`src/rtl/lfsr_word_server_pkg.sv`:
```
// Shared definitions for the LFSR word server: LFSR geometry, default seed and
// controller state encoding.
package lfsr_word_server_pkg;

    localparam int unsigned LfsrW = 23;
    localparam int unsigned TapLo = 4;
    localparam int unsigned TapHi = 22;

    localparam logic [LfsrW-1:0] DefaultSeed = 23'd4790770;

    typedef enum logic [1:0] {
        StReseed = 2'd0,
        StFill   = 2'd1,
        StReady  = 2'd2
    } state_e;

endpackage

```
`src/rtl/lfsr_word_server_if.sv`:
```
// Requester/config bus of the LFSR word server.
//   seed     : new LFSR seed (config side)
//   seed_wr  : one-cycle seed write strobe, zero seed ignored
//   req      : level request per requester, held until granted
//   gnt      : registered one-hot grant, one cycle
//   word     : registered random word, valid with word_vld
//   word_vld : high in the grant cycle
//   busy     : no word buffered (reseeding or filling)
// master = consumer/config side, slave = server side.
interface lfsr_word_server_if
    import lfsr_word_server_pkg::*;
#(
    parameter int unsigned N_REQ  = 4,
    parameter int unsigned WORD_W = 16
);
    logic [LfsrW-1:0]  seed;
    logic              seed_wr;
    logic [N_REQ-1:0]  req;
    logic [N_REQ-1:0]  gnt;
    logic [WORD_W-1:0] word;
    logic              word_vld;
    logic              busy;

    modport master (
        output seed, seed_wr, req,
        input  gnt, word, word_vld, busy
    );

    modport slave (
        input  seed, seed_wr, req,
        output gnt, word, word_vld, busy
    );
endinterface

```
`src/rtl/lfsr_23_4_22.sv`:
```
// Free-running 23-bit maximal-length Fibonacci LFSR with taps at bits 4 and 22.
//   clk_i     : clock
//   rst_i     : synchronous active-high reset (loads the default seed)
//   seed_i    : value loaded on seed_wr_i
//   seed_wr_i : load strobe; otherwise the register shifts every cycle
//   y_o       : current output bit, sr[4]^sr[22]
module lfsr_23_4_22
    import lfsr_word_server_pkg::*;
(
    input  logic             clk_i,
    input  logic             rst_i,
    input  logic [LfsrW-1:0] seed_i,
    input  logic             seed_wr_i,
    output logic             y_o
);

    logic [LfsrW-1:0] sr_q;

    assign y_o = sr_q[TapLo] ^ sr_q[TapHi];

    always_ff @(posedge clk_i) begin
        if (rst_i) begin
            sr_q <= DefaultSeed;
        end else if (seed_wr_i) begin
            sr_q <= seed_i;
        end else begin
            sr_q <= {sr_q[LfsrW-2:0], y_o};
        end
    end

endmodule

```
`src/rtl/lfsr_word_server.sv`:
```
// LFSR word server: owns the PRBS seed, packs the serial PRBS bit into WORD_W-bit
// words (first bit in the MSB) and hands each word to one of N_REQ requesters
// with a round-robin grant.
//   clk : clock
//   rst : synchronous active-high reset
//   bus : lfsr_word_server_if slave (seed/seed_wr/req in, gnt/word/word_vld/busy out)
module lfsr_word_server
    import lfsr_word_server_pkg::*;
#(
    parameter int unsigned      N_REQ       = 4,
    parameter int unsigned      WORD_W      = 16,
    parameter logic [LfsrW-1:0] P_INIT_SEED = DefaultSeed
) (
    input logic                clk,
    input logic                rst,
    lfsr_word_server_if.slave  bus
);

    localparam int unsigned CntW = (WORD_W > 1) ? $clog2(WORD_W) : 1;
    localparam int unsigned PtrW = $clog2(N_REQ);

    state_e            state_q, state_d;
    logic [CntW-1:0]   fill_cnt_q, fill_cnt_d;
    logic [WORD_W-1:0] buf_q, buf_d;
    logic [WORD_W-1:0] word_q, word_d;
    logic [N_REQ-1:0]  gnt_q, gnt_d;
    logic              vld_q, vld_d;
    logic [PtrW-1:0]   rr_q, rr_d;
    logic [LfsrW-1:0]  seed_q;
    logic              seed_ok;
    logic              lfsr_ld;
    logic              lfsr_y;
    logic [PtrW-1:0]   win;

    // Lowest index at or after ptr (wrapping) with a request; only used when |r.
    function automatic logic [PtrW-1:0] rr_pick(logic [N_REQ-1:0] r, logic [PtrW-1:0] ptr);
        logic [PtrW-1:0] w;
        logic            found;
        int unsigned     idx;
        w     = ptr;
        found = 1'b0;
        for (int unsigned k = 0; k < N_REQ; k++) begin
            idx = (32'(ptr) + k) % N_REQ;
            if (!found && r[PtrW'(idx)]) begin
                w     = PtrW'(idx);
                found = 1'b1;
            end
        end
        return w;
    endfunction

    assign seed_ok = bus.seed_wr && (bus.seed != '0);
    assign win     = rr_pick(bus.req, rr_q);

    lfsr_23_4_22 u_lfsr (
        .clk_i     (clk),
        .rst_i     (rst),
        .seed_i    (seed_q),
        .seed_wr_i (lfsr_ld),
        .y_o       (lfsr_y)
    );

    always_ff @(posedge clk) begin
        if (rst) begin
            seed_q <= P_INIT_SEED;
        end else if (seed_ok) begin
            seed_q <= bus.seed;
        end
    end

    always_comb begin
        state_d    = state_q;
        fill_cnt_d = fill_cnt_q;
        buf_d      = buf_q;
        word_d     = word_q;
        gnt_d      = '0;
        vld_d      = 1'b0;
        rr_d       = rr_q;
        lfsr_ld    = 1'b0;

        // A valid seed write overrides everything, including a pending grant.
        if (seed_ok) begin
            state_d = StReseed;
        end else begin
            unique case (state_q)
                StReseed: begin
                    lfsr_ld    = 1'b1;
                    fill_cnt_d = '0;
                    state_d    = StFill;
                end
                StFill: begin
                    buf_d = (buf_q << 1) | WORD_W'(lfsr_y);
                    if (fill_cnt_q == CntW'(WORD_W - 1)) begin
                        state_d = StReady;
                    end else begin
                        fill_cnt_d = fill_cnt_q + 1'b1;
                    end
                end
                StReady: begin
                    if (|bus.req) begin
                        gnt_d[win] = 1'b1;
                        word_d     = buf_q;
                        vld_d      = 1'b1;
                        rr_d       = (win == PtrW'(N_REQ - 1)) ? '0 : win + 1'b1;
                        fill_cnt_d = '0;
                        state_d    = StFill;
                    end
                end
                default: state_d = StReseed;
            endcase
        end
    end

    always_ff @(posedge clk) begin
        if (rst) begin
            state_q    <= StReseed;
            fill_cnt_q <= '0;
            buf_q      <= '0;
            word_q     <= '0;
            gnt_q      <= '0;
            vld_q      <= 1'b0;
            rr_q       <= '0;
        end else begin
            state_q    <= state_d;
            fill_cnt_q <= fill_cnt_d;
            buf_q      <= buf_d;
            word_q     <= word_d;
            gnt_q      <= gnt_d;
            vld_q      <= vld_d;
            rr_q       <= rr_d;
        end
    end

    assign bus.gnt      = gnt_q;
    assign bus.word     = word_q;
    assign bus.word_vld = vld_q;
    assign bus.busy     = (state_q != StReady);

endmodule
```
`src/flat_wrapper.sv`:
```
// flat-port wrapper written by rule: the top's interface ports become plain ports
module lfsr_word_server_flat import lfsr_word_server_pkg::*;
#(
    parameter int unsigned      N_REQ       = 4,
    parameter int unsigned      WORD_W      = 16,
    parameter logic [LfsrW-1:0] P_INIT_SEED = DefaultSeed
)
  (clk, rst, bus_seed, bus_seed_wr, bus_req, bus_gnt, bus_word, bus_word_vld, bus_busy);
  lfsr_word_server_if #(.N_REQ(N_REQ), .WORD_W(WORD_W)) bus_i ();
  input logic clk;
  input logic rst;
  input wire logic [$bits(bus_i.seed)-1:0] bus_seed;
  input wire logic [$bits(bus_i.seed_wr)-1:0] bus_seed_wr;
  input wire logic [$bits(bus_i.req)-1:0] bus_req;
  output wire logic [$bits(bus_i.gnt)-1:0] bus_gnt;
  output wire logic [$bits(bus_i.word)-1:0] bus_word;
  output wire logic [$bits(bus_i.word_vld)-1:0] bus_word_vld;
  output wire logic [$bits(bus_i.busy)-1:0] bus_busy;
  assign bus_i.seed = bus_seed;
  assign bus_i.seed_wr = bus_seed_wr;
  assign bus_i.req = bus_req;
  assign bus_gnt = bus_i.gnt;
  assign bus_word = bus_i.word;
  assign bus_word_vld = bus_i.word_vld;
  assign bus_busy = bus_i.busy;
  lfsr_word_server #(.N_REQ(N_REQ), .WORD_W(WORD_W), .P_INIT_SEED(P_INIT_SEED)) u_core (.clk(clk), .rst(rst), .bus(bus_i));
endmodule
```
`config.mk`:
```
export PLATFORM = sky130hd
export DESIGN_NAME = lfsr_word_server_flat
export DESIGN_NICKNAME = d
export VERILOG_FILES = /design/src/rtl/lfsr_word_server_pkg.sv /design/src/rtl/lfsr_word_server_if.sv /design/src/rtl/lfsr_23_4_22.sv /design/src/rtl/lfsr_word_server.sv /design/src/flat_wrapper.sv
export SDC_FILE = /design/constraint.sdc
export NUM_CORES = 1
export LEC_CHECK = 0
export BUFFER_PORTS_ARGS = -buffer_cell sky130_fd_sc_hd__buf_4
export CAP_MARGIN = 10
export CORE_UTILIZATION = 30
export DETAILED_ROUTE_END_ITERATION = 6
export MAX_ROUTING_LAYER = met4
export PLACE_DENSITY = 0.5
export SYNTH_ARGS = -nofsm -noshare
export SYNTH_HDL_FRONTEND = slang
export SYNTH_SLANG_ARGS = --single-unit
```
`constraint.sdc`:
```
create_clock -name clk -period 2.7 [get_ports clk]
set_clock_uncertainty 0.1 [all_clocks]
set_input_delay 0.675 -clock clk [delete_from_list [all_inputs] [get_ports clk]]
set_output_delay 0.675 -clock clk [all_outputs]
set_load 0.03 [all_outputs]
```
==> summary.txt <==
STA
  – Worst Hold Slack: around 0.35 ns
  – Period utilization: 0.831
  – Least setup slack across all paths after layout: between 0.4 and 0.5 ns
  – Fmax: 446 MHz
  – Pin slew with the least headroom to its limit: 0.414 ns
  – Accumulated negative setup slack: 0 ns
  – Rel. slew slack: 0.724
  – Setup repair after global routing missed its margin: no
  – Setup-failing EPs final: 0
  – Final number of max-transition violations: 0
  – Post-layout minimum cycle time: approximately 2.2 ns
  – Final count of hold timing violations: 0

Global routing
  – Overall overflow remaining after global route: 0
  – Antenna violations before repair: 0
  – Aggregate global-route resource usage: 0.132
  – Pin count of the biggest net entering global routing: 57
  – Wire length of the first global-routing pass: 13000 um
  – Number of global-route vias before repair: 2702

Final layout
  – Inserted Diodes: 0
  – Number of nets in the finished design: 495
  – Post-route non-filler standard cell count: between 600 and 700
  – Share of post-route cells with drive strength above 1: 0.178
  – Final standard cell area without fillers: 4680 sq um
  – Area added between synthesis and finish: 25.3%

Placement
  – Post-DP Area: 4340 sq um
  – Routability congestion estimate: 0.722
  – Placed insts: 617
  – Half-perimeter wire length after detailed placement: 5240 um
  – Dpl ws: 0.0656 ns
  – Port Buf Inserts: 51

Clocking
  – Maximum buffer depth of the clock tree: 2
  – PostCTS Resize Cnt: 0
  – # clock sinks: 91
  – Clock slew at reported path FFs: 0.07 ns
  – H-tree depth reported by CTS: 3
  – CTS Hold Buffers Added: 0
  – Post-CTS setup-driven buffer insertion count: 0
  – Clock network latency to the later pin of the worst-skew pair: 0.34 ns
  – Inserted Clock Buffers: 9
  – TritonCTS clock tree: built
  – Master cell of the clock root buffer: sky130_fd_sc_hd__clkbuf_16

Drt
  – Via count: 2886
  – Post-detailed-route count of antenna-violating nets: 0
  – Iteration-0 DRC count of the detailed router: ~130
  – Detailed-route wire length: around 8000 um
  – Number of vias per cell after detailed routing: ~4.6
  – Final routed wire length divided by cell count: 12.4 um
  – Number of optimization iterations in the first detailed-route pass: 4
  – Total DRC errors in the routed layout: 0

Floorplan
  – DIE AREA: 12900 sq um
  – Width of the die: 114 um
  – Core Box Area: 12100 sq um
  – Io pins: 52
  – Initial core utilization: 0.310
  – Die height: 114 um
  – Row count: 40

Logic synthesis
  – Post-synthesis instance area: 3730 sq um
  – Synth Warn #: 0
  – Share of synthesized registers carrying an async set or reset: 0
  – Flop and latch count out of synthesis: 91
  – Per-instance average area after synthesis: around 9 sq um
  – Yosys cell types: 35
  – Most instantiated flip-flop cell in the synthesis netlist: sky130_fd_sc_hd__dfxtp_1
  – Post-synth net total: ~450
  – Sequential share of the synthesized area: 0.488
  – Number of enable flip-flop cells after synthesis: 0
  – Count of mapped cells out of synthesis: 414

Outcome
  – Run status: completed

Job
  – Max-cap violation count: 0

Setup path
  – Reg-to-reg slack, setup: about 0.9 ns
  – Crit start category: input pin
  – Data required, critical path: 2.86 ns
  – Worst setup EP type: flop
  – Highest net fanout along the worst path: 20
  – Classification of the worst setup path: in2reg
  – Crit path arrival time: approximately 2.4 ns

Power
  – Power density cells: about 660 nW/um^2
  – Largest voltage drop on the vdd net: 260 uV
  – Static Leak: ~0.0018 uW

Worst hold path
  – Hold Crit Class: reg2reg
## flip-flops by register name (all words and copies together) (netlist names)
| signal | cells |
|---|---|
| u_core.buf_q | 16 |
| u_core.bus.gnt | 4 |
| u_core.bus.word | 16 |
| u_core.bus.word_vld | 1 |
| u_core.fill_cnt_q | 4 |
| u_core.rr_q | 2 |
| u_core.seed_q | 23 |
| u_core.state_q | 2 |
| u_core.u_lfsr.sr_q | 23 |
## placed cells by master (no fill, tap or decap), drive strengths merged, types with 11 or more instances in the layout
| cell | count |
|---|---|
| dfxtp | 91 |
| nand2 | 52 |
| nand2b | 41 |
| nand3b | 11 |
| nand3 | 19 |
| a21oi | 37 |
| o21ai | 24 |
| clkbuf | 11 |
| nor2 | 28 |
| buf | 62 |
| mux2i | 39 |
## kinds of logic after synthesis
kind of cell / after synthesis / share of synthesized area
buffers and inverters: 32 / 0.0402
flip-flops: 91 / 0.488
AND/OR/NAND/NOR: 178 / 0.249
XOR/XNOR: 1 / 0.00235
AO/OA/AOI/OAI: 68 / 0.0989
adder cells (fa/ha/maj): 5 / 0.0168
multiplexers: 39 / 0.105
## layer usage
layer / part of all wire / GRT usage
met5: 0 / -
met4: 0.018 / 0.0658
met3: 0.023 / 0.0260
met2: 0.46 / 0.197
met1: 0.50 / 0.170
## final cells by class
type / count / area [sq um]
fill: 1250 / 7380
sequential: 91 / 1820
multi-input combinational: 291 / 1770
timing repair buffer: 62 / 515
clock buffer: 11 / 243
tap: 168 / 210
clock inverter: 5 / 100
inverter: 5 / 18.8
## power by group
group / switching, uW / internal (uW)
Combinational: 117 / 109
Clock: 511 / 927
Sequential: 21.4 / 1390
## cells in the mapped netlist (6+ instances only)
cell                       number  area share
sky130_fd_sc_hd__nor2_1        27       0.027
sky130_fd_sc_hd__nand3_1       19       0.025
sky130_fd_sc_hd__mux2i_1       39        0.10
sky130_fd_sc_hd__o21ai_0       23       0.031
sky130_fd_sc_hd__nand2b_1      41       0.069
sky130_fd_sc_hd__nand2_1       52       0.052
sky130_fd_sc_hd__a21oi_1       37       0.050
sky130_fd_sc_hd__dfxtp_1       91        0.49
sky130_fd_sc_hd__clkbuf_1      17       0.017
sky130_fd_sc_hd__buf_2          6      0.0080
sky130_fd_sc_hd__nand3b_1      11       0.022
## per-stage QoR
step / total power, uW / util
6_report: 3080 / 0.388
4_1_cts: 3120 / 0.388
3_3_place_gp: 1670 / 0.359
3_5_place_dp: 1670 / 0.359
5_1_grt: 3190 / 0.388
2_1_floorplan: 1590 / -
## worst paths after layout
kind	depth (start not counted)	startpoint	endpoint
worst max-delay path	8	bus_seed[10]	u_core.buf_q[15]
worst min register to register	2	u_core.u_lfsr.sr_q[2]	u_core.u_lfsr.sr_q[3]
worst max register to register	6	u_core.fill_cnt_q[0]	u_core.fill_cnt_q[2]
worst min-delay path	2	u_core.u_lfsr.sr_q[2]	u_core.u_lfsr.sr_q[3]
## worst max-delay path, cell delays in order
cell and delay (ns):
sky130_fd_sc_hd__buf_4 0.11, sky130_fd_sc_hd__nor4_1 0.33, sky130_fd_sc_hd__nand4_1 0.26, sky130_fd_sc_hd__o21a_2 0.30, sky130_fd_sc_hd__buf_4 0.21, sky130_fd_sc_hd__nor2_4 0.14, sky130_fd_sc_hd__buf_12 0.17, sky130_fd_sc_hd__mux2i_1 0.20
Power figures use the tool's default switching activity.
